===== src/rtl/arb_pkg.sv =====
// arb_pkg: shared board geometry, types and scan FSM states for arb and arb_scan.
package arb_pkg;
    localparam int NUM_SQ = 64;
    localparam int PRIO_W = 3;
    localparam int SQ_W   = 6;
    typedef logic [PRIO_W-1:0] prio_t;
    typedef logic [SQ_W-1:0]   square_t;
    typedef enum logic [1:0] {IDLE, SCAN, PRESENT} state_t;
endpackage


===== src/rtl/arb.sv =====
// arb: combinational picker of the highest-priority square, lowest index on ties.
// data_out = {empty, square}; empty is set when every priority is zero.
module arb
    import arb_pkg::*;
(
    input  logic [NUM_SQ*PRIO_W-1:0] priority_,
    output logic [SQ_W:0]            data_out
);
    prio_t   best;
    square_t idx;
    // Descending scan with >= leaves the lowest index holding the maximum.
    always_comb begin
        best = '0;
        idx  = '0;
        for (int i = NUM_SQ - 1; i >= 0; i--) begin
            if (priority_[i*PRIO_W +: PRIO_W] >= best) begin
                best = priority_[i*PRIO_W +: PRIO_W];
                idx  = square_t'(i);
            end
        end
        data_out = {best == '0, idx};
    end
endmodule


===== src/rtl/arb_scan.sv =====
// arb_scan: latches a priority board and streams squares out best-first until it is empty.
// Optional ARB_SCAN_COUNT_EN adds a count of squares handshaken since the last start.
module arb_scan
    import arb_pkg::*;
(
    input  logic                     clk,
    input  logic                     rst,
    input  logic                     start,
    input  logic [NUM_SQ*PRIO_W-1:0] prio_in,
    output logic                     busy,
    output logic                     out_valid,
    input  logic                     out_ready,
    output logic [SQ_W-1:0]          out_square,
    output logic [PRIO_W-1:0]        out_prio,
`ifdef ARB_SCAN_COUNT_EN
    output logic [6:0]               count,
`endif
    output logic                     done
);
    state_t                    state_q;
    logic [NUM_SQ*PRIO_W-1:0]  board_q;
    logic [NUM_SQ*PRIO_W-1:0]  board_d;
    logic [SQ_W:0]             arb_out;
    prio_t                     board_arr [NUM_SQ];
    logic [NUM_SQ-1:0]         clr_oh;
    logic                      hs;

    arb u_arb (
        .priority_ (board_q),
        .data_out  (arb_out)
    );

    assign busy   = state_q != IDLE;
    assign hs     = state_q == PRESENT && out_ready;
    assign clr_oh = NUM_SQ'(1) << out_square;

    // Board after the presented square is consumed: its field is zeroed.
    always_comb begin
        for (int i = 0; i < NUM_SQ; i++) begin
            board_arr[i]                = board_q[i*PRIO_W +: PRIO_W];
            board_d[i*PRIO_W +: PRIO_W] = clr_oh[i] ? prio_t'(0) : board_q[i*PRIO_W +: PRIO_W];
        end
    end

    always_ff @(posedge clk or posedge rst) begin
        if (rst) begin
            state_q    <= IDLE;
            board_q    <= '0;
            out_valid  <= 1'b0;
            out_square <= '0;
            out_prio   <= '0;
            done       <= 1'b0;
        end else begin
            done <= 1'b0;
            case (state_q)
                IDLE: if (start) begin
                    board_q <= prio_in;
                    state_q <= SCAN;
                end
                SCAN: if (arb_out[SQ_W]) begin
                    done    <= 1'b1;
                    state_q <= IDLE;
                end else begin
                    out_square <= arb_out[SQ_W-1:0];
                    out_prio   <= board_arr[arb_out[SQ_W-1:0]];
                    out_valid  <= 1'b1;
                    state_q    <= PRESENT;
                end
                PRESENT: if (out_ready) begin
                    board_q   <= board_d;
                    out_valid <= 1'b0;
                    state_q   <= SCAN;
                end
                default: state_q <= IDLE;
            endcase
        end
    end

`ifdef ARB_SCAN_COUNT_EN
    logic [6:0] count_q;
    always_ff @(posedge clk or posedge rst) begin
        if (rst)
            count_q <= '0;
        else if (state_q == IDLE && start)
            count_q <= '0;
        else if (hs)
            count_q <= count_q + 7'd1;
    end
    assign count = count_q;
`endif
endmodule


===== config.mk =====
export PLATFORM = sky130hd
export DESIGN_NAME = arb_scan
export DESIGN_NICKNAME = d
export VERILOG_FILES = /design/src/rtl/arb_pkg.sv /design/src/rtl/arb.sv /design/src/rtl/arb_scan.sv
export SDC_FILE = /design/constraint.sdc
export NUM_CORES = 1
export LEC_CHECK = 0
export CAP_MARGIN = 10
export CORE_MARGIN = 4
export CORE_UTILIZATION = 35
export DETAILED_ROUTE_END_ITERATION = 16
export HOLD_SLACK_MARGIN = 0.15
export PLACE_DENSITY = 0.66
export SLEW_MARGIN = 20
export SYNTH_ARGS = -nofsm -noshare
export SYNTH_HDL_FRONTEND = slang
export SYNTH_SLANG_ARGS = --single-unit

===== constraint.sdc =====
create_clock -name clk -period 202.1 [get_ports clk]
set_clock_uncertainty 0.1 [all_clocks]
set_input_delay 60.63 -clock clk [delete_from_list [all_inputs] [get_ports clk]]
set_output_delay 60.63 -clock clk [all_outputs]
set_load 0.05 [all_outputs]

==> flow_results.xml <==
<?xml version="1.0" encoding="UTF-8"?>
<metrics>
  <group name="synth">
    <metric name="synth_xor_area_share" unit="%">0</metric>
    <metric name="ys_seq_area_share" unit="%">26.0</metric>
    <metric name="synth.avg_cell_area" unit="um2">6.97</metric>
    <metric name="ys_async_sr_fraction" unit="%">100</metric>
    <metric name="yosys_register_bits" unit="">205</metric>
    <metric name="postSynthNetCount" unit="">3091</metric>
    <metric name="synth.cell_area" unit="um2">19700</metric>
    <metric name="post_synth_edffs" unit="">0</metric>
    <metric name="yosys.area_share.adder" unit="%">5.48</metric>
    <metric name="synth_compound_gate_area_share" unit="%">32.7</metric>
    <metric name="most_common_flop_cell_mapped_by_yosys" unit="">sky130_fd_sc_hd__dfrtp_1</metric>
    <metric name="yosysWarnings" unit="">0</metric>
    <metric name="ys_types" unit="">102</metric>
    <metric name="portion_of_netlist_area_occupied_by_mux_cells" unit="%">2.52</metric>
    <metric name="largest_family_of_logic_cells_by_synthesized_area" unit="">compound AO/OA/AOI/OAI gates</metric>
    <metric name="simple_gate_area_share_of_the_yosys_netlist" unit="%">27.6</metric>
    <metric name="synth_cells" unit="">2824</metric>
  </group>
  <group name="setup_path">
    <metric name="worst_r2r_path_depth" unit="">436</metric>
    <metric name="critical_path_startpoint" unit="">board_q[191]</metric>
    <metric name="critPathRequiredTime" unit="ns">202.47</metric>
    <metric name="critical_path.endpoint_type" unit="">flop</metric>
    <metric name="critical_path_arrival" unit="ns">93.88</metric>
    <metric name="timing.critical_path.from_type" unit="">flop</metric>
    <metric name="worst-setup-path-type" unit="">flop to flop</metric>
    <metric name="worst_path_most_repeated_cell" unit="">sky130_fd_sc_hd__ha_1</metric>
    <metric name="critical_path.max_stage_delay" unit="ns">0.68</metric>
    <metric name="slowest_stage" unit="">sky130_fd_sc_hd__or4_1</metric>
    <metric name="r2r_startpoint" unit="">board_q[191]</metric>
    <metric name="timing.critical_path.fanout_max" unit="">16</metric>
  </group>
  <group name="clock_tree">
    <metric name="clkLatencyLatePin" unit="ns">0.55</metric>
    <metric name="post_cts.repair.setup_buffers" unit="">0</metric>
    <metric name="clkSinkCount" unit="">205</metric>
    <metric name="cts-buffers-inserted" unit="">25</metric>
    <metric name="cts_tree" unit="">yes</metric>
    <metric name="holdBufCountCts" unit="">0</metric>
    <metric name="worst_setup_hold_path_clk_slew" unit="ns">0.07</metric>
    <metric name="cts.htree.levels" unit="">1</metric>
    <metric name="post_cts.resized_instances" unit="">0</metric>
    <metric name="cts.root.buffer_cell" unit="">sky130_fd_sc_hd__clkbuf_16</metric>
    <metric name="buffers_from_clock_root_to_sink_at_most" unit="">3</metric>
  </group>
  <group name="timing">
    <metric name="hold_viol" unit="">0</metric>
    <metric name="finalSetupViolations" unit="">0</metric>
    <metric name="unrepaired_setup_endpoints_after_global_routing" unit="">false</metric>
    <metric name="tightestPinTransition" unit="ns">1.15</metric>
    <metric name="max_slew_violations" unit="">0</metric>
    <metric name="max_slew_margin" unit="%">22.2</metric>
    <metric name="timing.setup.tns" unit="ns">0</metric>
    <metric name="final_critical_path_setup_slack" unit="ns">108.59</metric>
    <metric name="crit_path_time_final" unit="ns">93.51</metric>
    <metric name="max_clock_freq" unit="GHz">0.0107</metric>
    <metric name="final_min_period_over_clock_period" unit="%">46.3</metric>
    <metric name="holdWs" unit="ns">0.384</metric>
  </group>
  <group name="grt">
    <metric name="global_route.usage.total" unit="%">24.3</metric>
    <metric name="grt_start_max_net_pins" unit="">98</metric>
    <metric name="grt_pass1_vias" unit="">20100</metric>
    <metric name="antenna_violations_before_repair" unit="">2</metric>
    <metric name="grt_use_met3" unit="%">5.89</metric>
    <metric name="grt-busiest-layer" unit="">met2</metric>
    <metric name="use_met2" unit="%">35.9</metric>
    <metric name="grt_pass1_wl" unit="mm">117</metric>
    <metric name="globalRoute.totalOverflow" unit="">0</metric>
    <metric name="grtUsageMet1" unit="%">34.8</metric>
  </group>
  <group name="min_path">
    <metric name="timing.hold.worst.class" unit="">flop to flop</metric>
    <metric name="hold_path_depth" unit="">2</metric>
    <metric name="hp-start" unit="">board_q[81]</metric>
  </group>
  <group name="cells_and_area">
    <metric name="fin_util" unit="%">41.9</metric>
    <metric name="area_overhead_vs_synth" unit="%">17.8</metric>
    <metric name="finalNetCount" unit="">3211</metric>
    <metric name="layout-drive-gt1-share" unit="%">5.81</metric>
    <metric name="layout_commonest_cell" unit="">sky130_fd_sc_hd__nand2_1</metric>
    <metric name="final_cell_mix" unit="">sky130_fd_sc_hd__nand2_1, sky130_fd_sc_hd__o21ai_0, sky130_fd_sc_hd__clkdlybuf4s50_1, sky130_fd_sc_hd__dfrtp_1, sky130_fd_sc_hd__nor2_1</metric>
  </group>
  <group name="floorplan">
    <metric name="area_of_the_die" unit="um2">60100</metric>
    <metric name="fp.coreArea" unit="um2">55400</metric>
    <metric name="ports_placed_on_the_boundary" unit="">208</metric>
    <metric name="num_rows" unit="">86</metric>
    <metric name="die_width" unit="um">245</metric>
    <metric name="effective_utilization_at_floorplan" unit="%">35.5</metric>
    <metric name="chipHeight" unit="um">245</metric>
  </group>
  <group name="detailed_routing">
    <metric name="post-route-drc-count" unit="">0</metric>
    <metric name="routed_wl" unit="mm">76.3</metric>
    <metric name="starting_drc_count_in_detailed_routing" unit="">2030</metric>
    <metric name="antenna_violating_nets_post_route" unit="">0</metric>
    <metric name="vias" unit="">21900</metric>
    <metric name="avgRoutedWirePerCell" unit="um">20.5</metric>
    <metric name="viasPerCell" unit="">5.89</metric>
    <metric name="firstDrtPassIters" unit="">8</metric>
  </group>
  <group name="placement">
    <metric name="post-dp-hpwl" unit="mm">58.5</metric>
    <metric name="detailedPlace.worstSlack" unit="ns">109.85</metric>
    <metric name="place.gp.congestion" unit="">1.00</metric>
    <metric name="io_buffer_count" unit="">207</metric>
  </group>
  <group name="job">
    <metric name="cap_violations" unit="">0</metric>
  </group>
  <group name="outcome">
    <metric name="outcome" unit="">finished, final reports clean</metric>
  </group>
</metrics>
[registers in the layout (all words and copies together) (netlist names)]
signal / cells
out_square: 6
state_q: 2
board_q: 192
done: 1
out_prio: 3
out_valid: 1
[per-stage QoR]
| step | area, um2 | std cells |
|---|---|---|
| after global placement | 22300 | 3665 |
| after detailed placement | 22300 | 3665 |
| after CTS | 23200 | 3710 |
| after global routing | 23200 | 3710 |
| after floorplan | 19700 | 2824 |
| final | 23200 | 3715 |
[synthesized netlist by cell type, types with 8 or more instances]
cell,instances,area share (%)
sky130_fd_sc_hd__a21oi_1,115,2.9
sky130_fd_sc_hd__ha_1,71,4.5
sky130_fd_sc_hd__mux2i_1,30,1.5
sky130_fd_sc_hd__a211oi_1,19,0.72
sky130_fd_sc_hd__o21a_1,20,0.76
sky130_fd_sc_hd__o21ai_0,415,11
sky130_fd_sc_hd__inv_1,143,2.7
sky130_fd_sc_hd__o2111ai_1,12,0.53
sky130_fd_sc_hd__nor4_1,17,0.54
sky130_fd_sc_hd__maj3_1,19,0.97
sky130_fd_sc_hd__nor3_1,52,1.3
sky130_fd_sc_hd__buf_2,12,0.30
sky130_fd_sc_hd__o221ai_1,8,0.36
sky130_fd_sc_hd__a211o_1,9,0.40
sky130_fd_sc_hd__o22ai_1,20,0.64
sky130_fd_sc_hd__nand4_1,12,0.38
sky130_fd_sc_hd__a221oi_1,19,0.85
sky130_fd_sc_hd__nand3_1,75,1.9
sky130_fd_sc_hd__or2_2,24,0.76
sky130_fd_sc_hd__a22oi_1,34,1.3
sky130_fd_sc_hd__nor2_1,166,3.2
sky130_fd_sc_hd__and3_1,18,0.57
sky130_fd_sc_hd__nand2_1,668,13
sky130_fd_sc_hd__a2111oi_0,14,0.62
sky130_fd_sc_hd__o211ai_1,47,1.8
sky130_fd_sc_hd__dfrtp_1,205,26
sky130_fd_sc_hd__a32o_1,8,0.41
sky130_fd_sc_hd__clkbuf_1,111,2.1
sky130_fd_sc_hd__nor2b_1,21,0.67
sky130_fd_sc_hd__a31oi_1,46,1.5
sky130_fd_sc_hd__nand2b_1,73,2.3
sky130_fd_sc_hd__o31ai_1,14,0.53
sky130_fd_sc_hd__or3_1,14,0.44
sky130_fd_sc_hd__a221o_1,10,0.51
sky130_fd_sc_hd__and2_1,23,0.73
sky130_fd_sc_hd__o21bai_1,12,0.46
sky130_fd_sc_hd__o21ai_1,15,0.38
sky130_fd_sc_hd__a21o_1,25,0.95
sky130_fd_sc_hd__mux2_2,16,0.91
[cells by family (layout without fill, tap and decap cells)]
family                   Yosys count  after routing
multiplexers                      47             47
adder cells (fa/ha/maj)           90             90
other                              0              5
AND/OR/NAND/NOR                 1213           1213
flip-flops                       205            205
AO/OA/AOI/OAI                    988            988
buffers and inverters            281            419
[worst paths after layout]
kind | slack, ns | to
worst max-delay path | 108.59 | out_prio[1]
worst min-delay path | 0.38 | board_q[81]
worst max register to register | 108.59 | out_prio[1]
worst min register to register | 0.38 | board_q[81]
max in group asynchronous | 140.17 | board_q[20]
min in group asynchronous | 60.42 | board_q[128]
[final cells by class]
class                      count  area, um2
fill                        5794      32200
multi-input combinational   2338      13500
sequential                   205       5130
timing repair buffer         230       2240
tap                          748        936
clock buffer                  30        674
inverter                     144        551
clock inverter                15        175
antenna                        5       12.5
[per-layer routing]
layer / vias up / wire [um]
met5: - / 11
met2: 1091 / 31500
met1: 10200 / 33600
met4: 2 / 2640
li1: 10500 / -
met3: 176 / 8560
[critical path: cells and delay by family (launching register included)]
family | cells | cell delay [ns]
multiplexers | 13 | 4.55
buffers and inverters | 15 | 1.71
adder cells (fa/ha/maj) | 80 | 23.20
AO/OA/AOI/OAI | 168 | 38.26
flip-flops | 1 | 0.45
AND/OR/NAND/NOR | 160 | 25.04
Power is left out: the tool's default activity adds up to more than one toggle a clock period on the data nets, which glitch-free logic cannot reach.
